## config.mk

```make
export PLATFORM = sky130hd
export DESIGN_NAME = anomaly_alarm_manager_flat
export DESIGN_NICKNAME = d
export VERILOG_FILES = /design/src/rtl/i_tree_pkg.sv /design/src/rtl/anomaly_alarm_manager_if.sv /design/src/rtl/anomaly_alarm_manager_sat_counter.sv /design/src/rtl/anomaly_alarm_manager.sv /design/src/flat_wrapper.sv
export SDC_FILE = /design/constraint.sdc
export NUM_CORES = 1
export LEC_CHECK = 0
export CORE_MARGIN = 1.5
export CORE_UTILIZATION = 29
export DETAILED_ROUTE_END_ITERATION = 6
export HOLD_SLACK_MARGIN = 0.08
export PLACE_DENSITY_LB_ADDON = 0.1
export SKIP_CTS_REPAIR_TIMING = 1
export SYNTH_ARGS = -nofsm -noshare
export SYNTH_HDL_FRONTEND = slang
export SYNTH_SLANG_ARGS = --single-unit
export TNS_END_PERCENT = 1
```

## constraint.sdc

```tcl
create_clock -name clk -period 2.1 [get_ports clk]
set_input_delay 0.525 -clock clk [delete_from_list [all_inputs] [get_ports clk]]
set_output_delay 0.525 -clock clk [all_outputs]
set_load 0.05 [all_outputs]
```

## src/rtl/i_tree_pkg.sv

```systemverilog
// Shared constants and types for the isolation-tree detector
// and its alarm back-end.
package i_tree_pkg;

  localparam int STATE_W = 2;

  typedef enum logic [STATE_W-1:0] {
    MONITOR = 2'd0,
    ALARM   = 2'd1,
    HOLDOFF = 2'd2
  } state_t;

  localparam int DEF_WINDOW    = 1024;
  localparam int DEF_THRESHOLD = 4;
  localparam int DEF_HOLDOFF   = 256;
  localparam int DEF_CNT_W     = 8;
  localparam int DEF_TOTAL_W   = 16;

  // Counter width that never collapses to zero bits.
  function automatic int clog2_min1(input int v);
    return (v > 1) ? $clog2(v) : 1;
  endfunction

endpackage

```

## src/rtl/anomaly_alarm_manager_if.sv

```systemverilog
// Detector-to-host bundle for the alarm manager:
// anomaly flag and ack in, alarm status out.
interface anomaly_alarm_manager_if
  import i_tree_pkg::*;
#(
  parameter int CNT_WIDTH   = DEF_CNT_W,
  parameter int TOTAL_WIDTH = DEF_TOTAL_W
);

  logic                   anomaly_detected;
  logic                   alarm_ack;
  logic                   alarm;
  logic [CNT_WIDTH-1:0]   alarm_event_count;
  logic [TOTAL_WIDTH-1:0] total_events;
  logic                   window_tick;
  logic [STATE_W-1:0]     state;

  modport master (
    output anomaly_detected,
    output alarm_ack,
    input  alarm,
    input  alarm_event_count,
    input  total_events,
    input  window_tick,
    input  state
  );

  modport slave (
    input  anomaly_detected,
    input  alarm_ack,
    output alarm,
    output alarm_event_count,
    output total_events,
    output window_tick,
    output state
  );

endinterface

```

## src/rtl/anomaly_alarm_manager_sat_counter.sv

```systemverilog
// Saturating up-counter with synchronous clear;
// clear wins over inc.
module sat_counter #(
  parameter int WIDTH = 8
) (
  input  logic             clk,
  input  logic             reset,
  input  logic             clear,
  input  logic             inc,
  output logic [WIDTH-1:0] count
);

  always_ff @(posedge clk) begin
    if (reset) begin
      count <= '0;
    end else if (clear) begin
      count <= '0;
    end else if (inc && (count != '1)) begin
      count <= count + WIDTH'(1);
    end
  end

endmodule

```

## src/rtl/anomaly_alarm_manager.sv

```systemverilog
// Debounced, acknowledged alarm built from windowed
// anomaly event counts.
module anomaly_alarm_manager
  import i_tree_pkg::*;
#(
  parameter int WINDOW_CYCLES  = DEF_WINDOW,
  parameter int THRESHOLD      = DEF_THRESHOLD,
  parameter int HOLDOFF_CYCLES = DEF_HOLDOFF,
  parameter int CNT_WIDTH      = DEF_CNT_W,
  parameter int TOTAL_WIDTH    = DEF_TOTAL_W
) (
  input  logic clk,
  input  logic reset,
  anomaly_alarm_manager_if.slave bus
);

  localparam int WT_W = clog2_min1(WINDOW_CYCLES);
  localparam int HO_W = clog2_min1(HOLDOFF_CYCLES);

  localparam logic [WT_W-1:0] WIN_LAST =
    WT_W'(WINDOW_CYCLES - 1);
  localparam logic [HO_W-1:0] HO_LOAD =
    HO_W'(HOLDOFF_CYCLES - 1);
  localparam logic [CNT_WIDTH-1:0] THR =
    CNT_WIDTH'(THRESHOLD);

  state_t                 state_q;
  state_t                 state_d;
  logic                   anom_q;
  logic                   evt;
  logic                   tick;
  logic                   trig;
  logic                   win_clr;
  logic                   win_inc;
  logic                   alarm_q;
  logic [WT_W-1:0]        win_timer;
  logic [HO_W-1:0]        ho_timer;
  logic [CNT_WIDTH-1:0]   win_count;
  logic [CNT_WIDTH-1:0]   cnt_next;
  logic [CNT_WIDTH-1:0]   aec_q;
  logic [TOTAL_WIDTH-1:0] total;

  assign evt  = bus.anomaly_detected & ~anom_q;
  assign tick = (state_q == MONITOR) &&
                (win_timer == WIN_LAST);

  // Count as it would be after this cycle, so an event on
  // the tick cycle still belongs to the closing window.
  assign cnt_next = (win_count == '1) ? win_count
                  : win_count + CNT_WIDTH'(evt);
  assign trig = (state_q == MONITOR) && (cnt_next >= THR);

  assign win_inc = evt && (state_q == MONITOR);
  assign win_clr = tick ||
                   ((state_q != MONITOR) &&
                    (state_q != ALARM));

  always_comb begin
    state_d = state_q;
    unique case (state_q)
      MONITOR: if (trig) state_d = ALARM;
      ALARM:   if (bus.alarm_ack) state_d = HOLDOFF;
      HOLDOFF: if (ho_timer == '0) state_d = MONITOR;
      default: state_d = MONITOR;
    endcase
  end

  always_ff @(posedge clk) begin
    if (reset) begin
      state_q   <= MONITOR;
      anom_q    <= 1'b0;
      alarm_q   <= 1'b0;
      aec_q     <= '0;
      win_timer <= '0;
      ho_timer  <= '0;
    end else begin
      state_q <= state_d;
      anom_q  <= bus.anomaly_detected;
      alarm_q <= (state_d == ALARM);
      if (trig) aec_q <= cnt_next;

      if (state_q == MONITOR) begin
        win_timer <= tick ? '0 : win_timer + WT_W'(1);
      end else if (state_q != ALARM) begin
        win_timer <= '0;
      end

      if ((state_q == ALARM) && bus.alarm_ack) begin
        ho_timer <= HO_LOAD;
      end else if ((state_q == HOLDOFF) &&
                   (ho_timer != '0)) begin
        ho_timer <= ho_timer - HO_W'(1);
      end
    end
  end

  sat_counter #(
    .WIDTH (CNT_WIDTH)
  ) u_win_cnt (
    .clk   (clk),
    .reset (reset),
    .clear (win_clr),
    .inc   (win_inc),
    .count (win_count)
  );

  sat_counter #(
    .WIDTH (TOTAL_WIDTH)
  ) u_total_cnt (
    .clk   (clk),
    .reset (reset),
    .clear (1'b0),
    .inc   (evt),
    .count (total)
  );

  assign bus.alarm             = alarm_q;
  assign bus.alarm_event_count = aec_q;
  assign bus.total_events      = total;
  assign bus.window_tick       = tick;
  assign bus.state             = state_q;

endmodule

```

## src/flat_wrapper.sv

```systemverilog
// flat-port wrapper written by rule: the top's interface ports become plain ports
module anomaly_alarm_manager_flat import i_tree_pkg::*;
#(
  parameter int WINDOW_CYCLES  = DEF_WINDOW,
  parameter int THRESHOLD      = DEF_THRESHOLD,
  parameter int HOLDOFF_CYCLES = DEF_HOLDOFF,
  parameter int CNT_WIDTH      = DEF_CNT_W,
  parameter int TOTAL_WIDTH    = DEF_TOTAL_W
)
  (clk, reset, bus_anomaly_detected, bus_alarm_ack, bus_alarm, bus_alarm_event_count, bus_total_events, bus_window_tick, bus_state);
  anomaly_alarm_manager_if #(.CNT_WIDTH(CNT_WIDTH), .TOTAL_WIDTH(TOTAL_WIDTH)) bus_i ();
  input  logic clk;
  input  logic reset;
  input wire logic [$bits(bus_i.anomaly_detected)-1:0] bus_anomaly_detected;
  input wire logic [$bits(bus_i.alarm_ack)-1:0] bus_alarm_ack;
  output wire logic [$bits(bus_i.alarm)-1:0] bus_alarm;
  output wire logic [$bits(bus_i.alarm_event_count)-1:0] bus_alarm_event_count;
  output wire logic [$bits(bus_i.total_events)-1:0] bus_total_events;
  output wire logic [$bits(bus_i.window_tick)-1:0] bus_window_tick;
  output wire logic [$bits(bus_i.state)-1:0] bus_state;
  assign bus_i.anomaly_detected = bus_anomaly_detected;
  assign bus_i.alarm_ack = bus_alarm_ack;
  assign bus_alarm = bus_i.alarm;
  assign bus_alarm_event_count = bus_i.alarm_event_count;
  assign bus_total_events = bus_i.total_events;
  assign bus_window_tick = bus_i.window_tick;
  assign bus_state = bus_i.state;
  anomaly_alarm_manager #(.WINDOW_CYCLES(WINDOW_CYCLES), .THRESHOLD(THRESHOLD), .HOLDOFF_CYCLES(HOLDOFF_CYCLES), .CNT_WIDTH(CNT_WIDTH), .TOTAL_WIDTH(TOTAL_WIDTH)) u_core (.clk(clk), .reset(reset), .bus(bus_i));
endmodule
```

**Yosys cells after proc, flatten, opt, wreduce, memory -nomap -nowiden**

Index checks and enable logic that the tools add are counted.

- Input bits: 4
- Bits in registers: 54
- Word-level logic and storage cells: 50

- $add $sub $neg: 5
- Equal/unequal tests: 8
- Reduce and logical (&&, ||, !) cells: 16
- Muxes and demuxes: 10
- Magnitude comparators: 1
- Bitwise logic cells: 2

Operator list:

| cell | count |
|---|---|
| $mux W10 | 3 |
| $mux W8 | 3 |
| $add A16 B1 Y16 const B | 1 |
| $ne A16 B16 Y1 const B | 1 |
| $add A10 B1 Y10 const B | 1 |
| $eq A10 B10 Y1 const B | 1 |
| $add A8 B1 Y8 | 1 |
| $add A8 B1 Y8 const B | 1 |
| $eq A8 B8 Y1 const B | 1 |
| $ge A8 B3 Y1 const B | 1 |
| $logic_and A1 B1 Y1 | 8 |
| $logic_not A8 Y1 | 1 |
| $ne A8 B8 Y1 const B | 1 |
| $reduce_bool A8 Y1 | 1 |
| $sub A8 B1 Y8 const B | 1 |
| $mux W2 | 3 |
| $pmux W2 S3 | 1 |
| $reduce_bool A2 Y1 | 3 |
| $eq A2 B1 Y1 const B | 2 |
| $eq A2 B2 Y1 const B | 1 |
| $logic_not A2 Y1 | 1 |
| $ne A2 B1 Y1 const B | 1 |
| $reduce_or A2 Y1 | 1 |
| $and A1 B1 Y1 | 1 |
| 2 further kinds | 2 |

**Longest topological paths before layout**

- Word-level depth: 9
- Gate-level depth with buffers: 8
- Depth with buffers taken out: 7

**Hierarchy**

Synthesis repeated with hierarchy kept, for this count alone.

- Cell total of the unflattened synthesis: 350
- Area, all modules: 3041.7 um2

Modules (own cells, without submodules):

| module | cells each | times used | area an instance (um2) |
|---|---|---|---|
| anomaly_alarm_manager | 201 | 1 | 1689.1 |
| sat_counter (u_core.u_total_cnt) | 102 | 1 | 917.1 |
| sat_counter (u_core.u_win_cnt) | 47 | 1 | 435.4 |

**Least setup slack after synthesis**

Ideal clock, no wire load.

- Kind: input -> register
- Start: in bus_anomaly_detected
- End: reg u_core.alarm_q (netlist: u_core.bus.alarm)
- Slack: -146 ps
- Setup time: 115 ps
- Data arrival time: 2131 ps
- Cell stages on the path: 8
- Data required time: 1985 ps
- Cells stage by stage: nor2b_1 > buf_2 > ha_1 > nand3_1 > o21a_1 > o41ai_4 > nand3_2 > o21a_1

- Cells in the longest elaborated chain, start to end: 8

RTL lines:

| what | line | RTL |
|---|---|---|
| from (decl) | flat_wrapper.sv:14 | `input wire logic [$bits(bus_i.anomaly_detected)-1:0] bus_anomaly_detected;` |
| $and A1 B1 Y1 | anomaly_alarm_manager.sv:43 | `assign evt = bus.anomaly_detected & ~anom_q;` |
| $add A8 B1 Y8 | anomaly_alarm_manager.sv:50 | `: win_count + CNT_WIDTH'(evt);` |
| $mux W8 | anomaly_alarm_manager.sv:49 | `assign cnt_next = (win_count == '1) ? win_count` |
| $ge A8 B3 Y1 | anomaly_alarm_manager.sv:51 | `assign trig = (state_q == MONITOR) && (cnt_next >= THR);` |
| $logic_and A1 B1 Y1 | anomaly_alarm_manager.sv:51 |  |
| $mux W2 | anomaly_alarm_manager.sv:61 | `MONITOR: if (trig) state_d = ALARM;` |
| $pmux W2 S3 | anomaly_alarm_manager.sv:60 | `unique case (state_q)` |
| $eq A2 B1 Y1 | anomaly_alarm_manager.sv:79 | `alarm_q <= (state_d == ALARM);` |
| to (signal assigned) | anomaly_alarm_manager.sv:79 |  |
| to (decl) | anomaly_alarm_manager.sv:35 | `logic alarm_q;` |

Every way passes these cells.
A chain may end at the register's enable or synchronous reset.

**Worst setup path in the final report**

- Start: reg u_core.win_timer[0]
- End: out bus_window_tick

- Cells in the longest elaborated chain, start to end: 2

RTL lines:

| what | line | RTL |
|---|---|---|
| from (decl) | anomaly_alarm_manager.sv:36 | `logic [WT_W-1:0] win_timer;` |
| from (signal assigned) | anomaly_alarm_manager.sv:83 | `win_timer <= tick ? '0 : win_timer + WT_W'(1);` |
| $eq A10 B10 Y1 | anomaly_alarm_manager.sv:45 | `(win_timer == WIN_LAST);` |
| $logic_and A1 B1 Y1 | anomaly_alarm_manager.sv:44 | `assign tick = (state_q == MONITOR) &&` |
| to (decl) | flat_wrapper.sv:19 | `output wire logic [$bits(bus_i.window_tick)-1:0] bus_window_tick;` |

Every way passes these cells.

==> run metrics <==
status complete, no violations; initial antenna violation count 0; final setup skew 0.0109 ns; Gate power share 0.089; mux cell area share after synthesis 0.0293; Die W 102 um; Synth Area in Compound Gates 0.165; fill count 986; Post-Place Cells 508; EDFF count, synth 0; post-route insts no fill 517; CP max FO 3; final worst path period share 0.982; Initial Util 0.302; row cnt 35; mapped cell area roughly 2800 um2; final antenna-violating net count 0; routability congestion estimate 0.803; Adder-Cell Fraction of Synth Area 0.0266; Post-Syn Nets 335; Net Sw Frac 0.242; Final Hold Fails 0; power share of the sequential group 0.547; Int Pwr 1480 uW; Synth Warn # 0; number of synthesized register bits 54; Overflow after GRT 0; first-pass GRT wire length 11900 um; syn avg cell area 8.67 um2; # IOs 32; DR DRC count 0; WP data required ~1.6 ns; worst min path class reg -> reg; Setup TNS 0 ns; main combinational cell family by area after synthesis simple AND/OR/NAND/NOR gates; P_sw roughly 470 uW; RSZ-0062 raised after global routing true; via/cell ratio 4.90; diode count 0; Least-Margin Pin Slew approximately 0.53 ns; simple-gate share of the synthesized area 0.268; vias post-DR 2535; CP Launch Type register; clock slew at reported path FFs roughly 0.11 ns; DRT iter0 DRCs 92; Layout area overhead 31.2%; Die Ht ~100 um; PnR Total Power 1950 uW; drt first pass iters 4; distinct cell type count after synthesis 60; r2r setup slk 0.12 ns; port buffer count 31; Synth Area in XOR/XNOR 0.0933; Power Density around 530 nW/um2; Synth Flop Type dfxtp_1; CTS H-tree depth 2; Final setup viols 0; CTS tree built; leak pwr 0.00142 uW; detailed-route wire length per cell 13.6 um; Slew HR 0.639; vias in the first global route 2458; Nets 397; clk root buf clkbuf_8; Clock Power Share 0.364; pins over their slew limit 0; Clock Latency Late Sink 0.31 ns; Max Cap Viol 0; fmax roughly 480 MHz; Synth Instances 325; Die ar. about 10000 um2; ys async rst share 0; CTS sink cnt 54; post-route minimum period 2.06 ns; sequential share of the synthesized area 0.384; Worst Setup End Kind primary output; WS Path Type reg -> out; ratio of cells with drive above 1 in the final layout 0.247; Peak VDD IR 0.000361 V; GRT Overall Usage 0.144; final WL 7010 um; DP Wirelength 5150 um; Clock Path Buffers 2; largest net degree at the start of global routing 40; critical path arrival 1.54 ns; core box area 9330 um2; cts bufs inserted 5
worst max-delay path: stages (launching register included):
cell     delay, ns
dfxtp_4       0.38
ha_4          0.14
nand3_2       0.10
or3_4         0.36
nor2_4        0.11
buf_12        0.14
layout by cell type (no fill, tap or decap), types with 5 or more instances in the layout:
cell and n:
nand2_1 17, nor3_1 7, and2_1 6, clkbuf_8 5, dfxtp_2 8, o21ai_0 6, dfxtp_1 45, mux2i_1 6
clkdlybuf4s50_1 11, buf_4 52, nand3_1 15, or3_1 5, xnor2_1 17, nor2_1 43, a21oi_1 22, inv_1 8
xor2_1 13, nand4_1 15
layer usage:
metal | wire (um) | vias to the layer above | global-route usage
met5 | 0 | - | 0
met4 | 46 | 0 | 0.0374
met3 | 241 | 5 | 0.0317
met2 | 3300 | 27 | 0.234
met1 | 3420 | 1206 | 0.192
li1 | - | 1297 | -
logic make-up (layout without fill, tap and decap cells):
group                    count (synthesis)  count (layout)
XOR/XNOR                                30              30
AO/OA/AOI/OAI                           64              64
flip-flops                              54              54
adder cells (fa/ha/maj)                  6               6
buffers and inverters                   23              86
AND/OR/NAND/NOR                        140             140
multiplexers                             8               8
registers in the layout, indices dropped and copies added (netlist names):
name                          cells
u_core.bus.state                  2
u_core.ho_timer                   8
u_core.bus.alarm_event_count      8
u_core.bus.alarm                  1
u_core.anom_q                     1
u_core.u_win_cnt.count            8
u_core.win_timer                 10
u_core.u_total_cnt.count         16
per-stage QoR:
stage | utilization | instance area [um2] | worst slack [ns] | hold WS [ns]
after floorplan | - | 2820 | -0.0971 | 0.449
after global placement | 0.374 | 3490 | -0.588 | 0.469
after detailed placement | 0.374 | 3490 | -0.628 | 0.466
after CTS | 0.386 | 3600 | -0.284 | 0.487
after global routing | 0.396 | 3700 | -0.0442 | 0.511
final | 0.396 | 3700 | 0.0379 | 0.480
cells in the mapped netlist (4+ instances only):
master,n,area [um2]
and3_1,4,25.0
nand3_1,17,85.1
and2_1,6,37.5
mux2i_1,6,60.1
nand4_1,15,93.8
ha_1,6,75.1
a21oi_1,22,110
inv_1,8,30.0
nor2_1,44,165
dfxtp_1,54,1080
clkbuf_1,5,18.8
or3_1,6,37.5
xnor2_1,17,149
o21ai_0,6,30.0
nand2_1,17,63.8
xor2_1,13,114
nor3_1,8,40.0
buf_2,8,40.0
a31oi_1,4,25.0
layout make-up:
type | count | area [um2] | share of cell area
flip-flops and latches | 54 | 1090 | 0.296
clock buffers | 6 | 72.6 | 0.0196
well taps | 129 | 161 | 0.0437
inverters | 10 | 37.5 | 0.0102
repair buffers | 68 | 578 | 0.156
clock inverters | 2 | 37.5 | 0.0102
multi-input cells | 248 | 1710 | 0.464
path summary, 6_finish.rpt:
check	startpoint	endpoint	cells past startpoint
setup / recovery	u_core.win_timer[0]	bus_window_tick	5
hold / removal	u_core.bus.alarm_event_count[7]	u_core.bus.alarm_event_count[7]	2
setup reg to reg	u_core.u_win_cnt.count[4]	u_core.bus.alarm_event_count[0]	6
hold reg to reg	u_core.bus.alarm_event_count[7]	u_core.bus.alarm_event_count[7]	2
power groups by stage:
stage	Sequential, uW	Combinational [uW]	Clock (uW)
2_1_floorplan	1100	82.4	0
3_3_place_gp	1080	166	0
3_5_place_dp	1080	167	0
4_1_cts	1060	167	738
5_1_grt	1070	194	774
6_report	1060	173	709
Power figures use the tool's default switching activity.
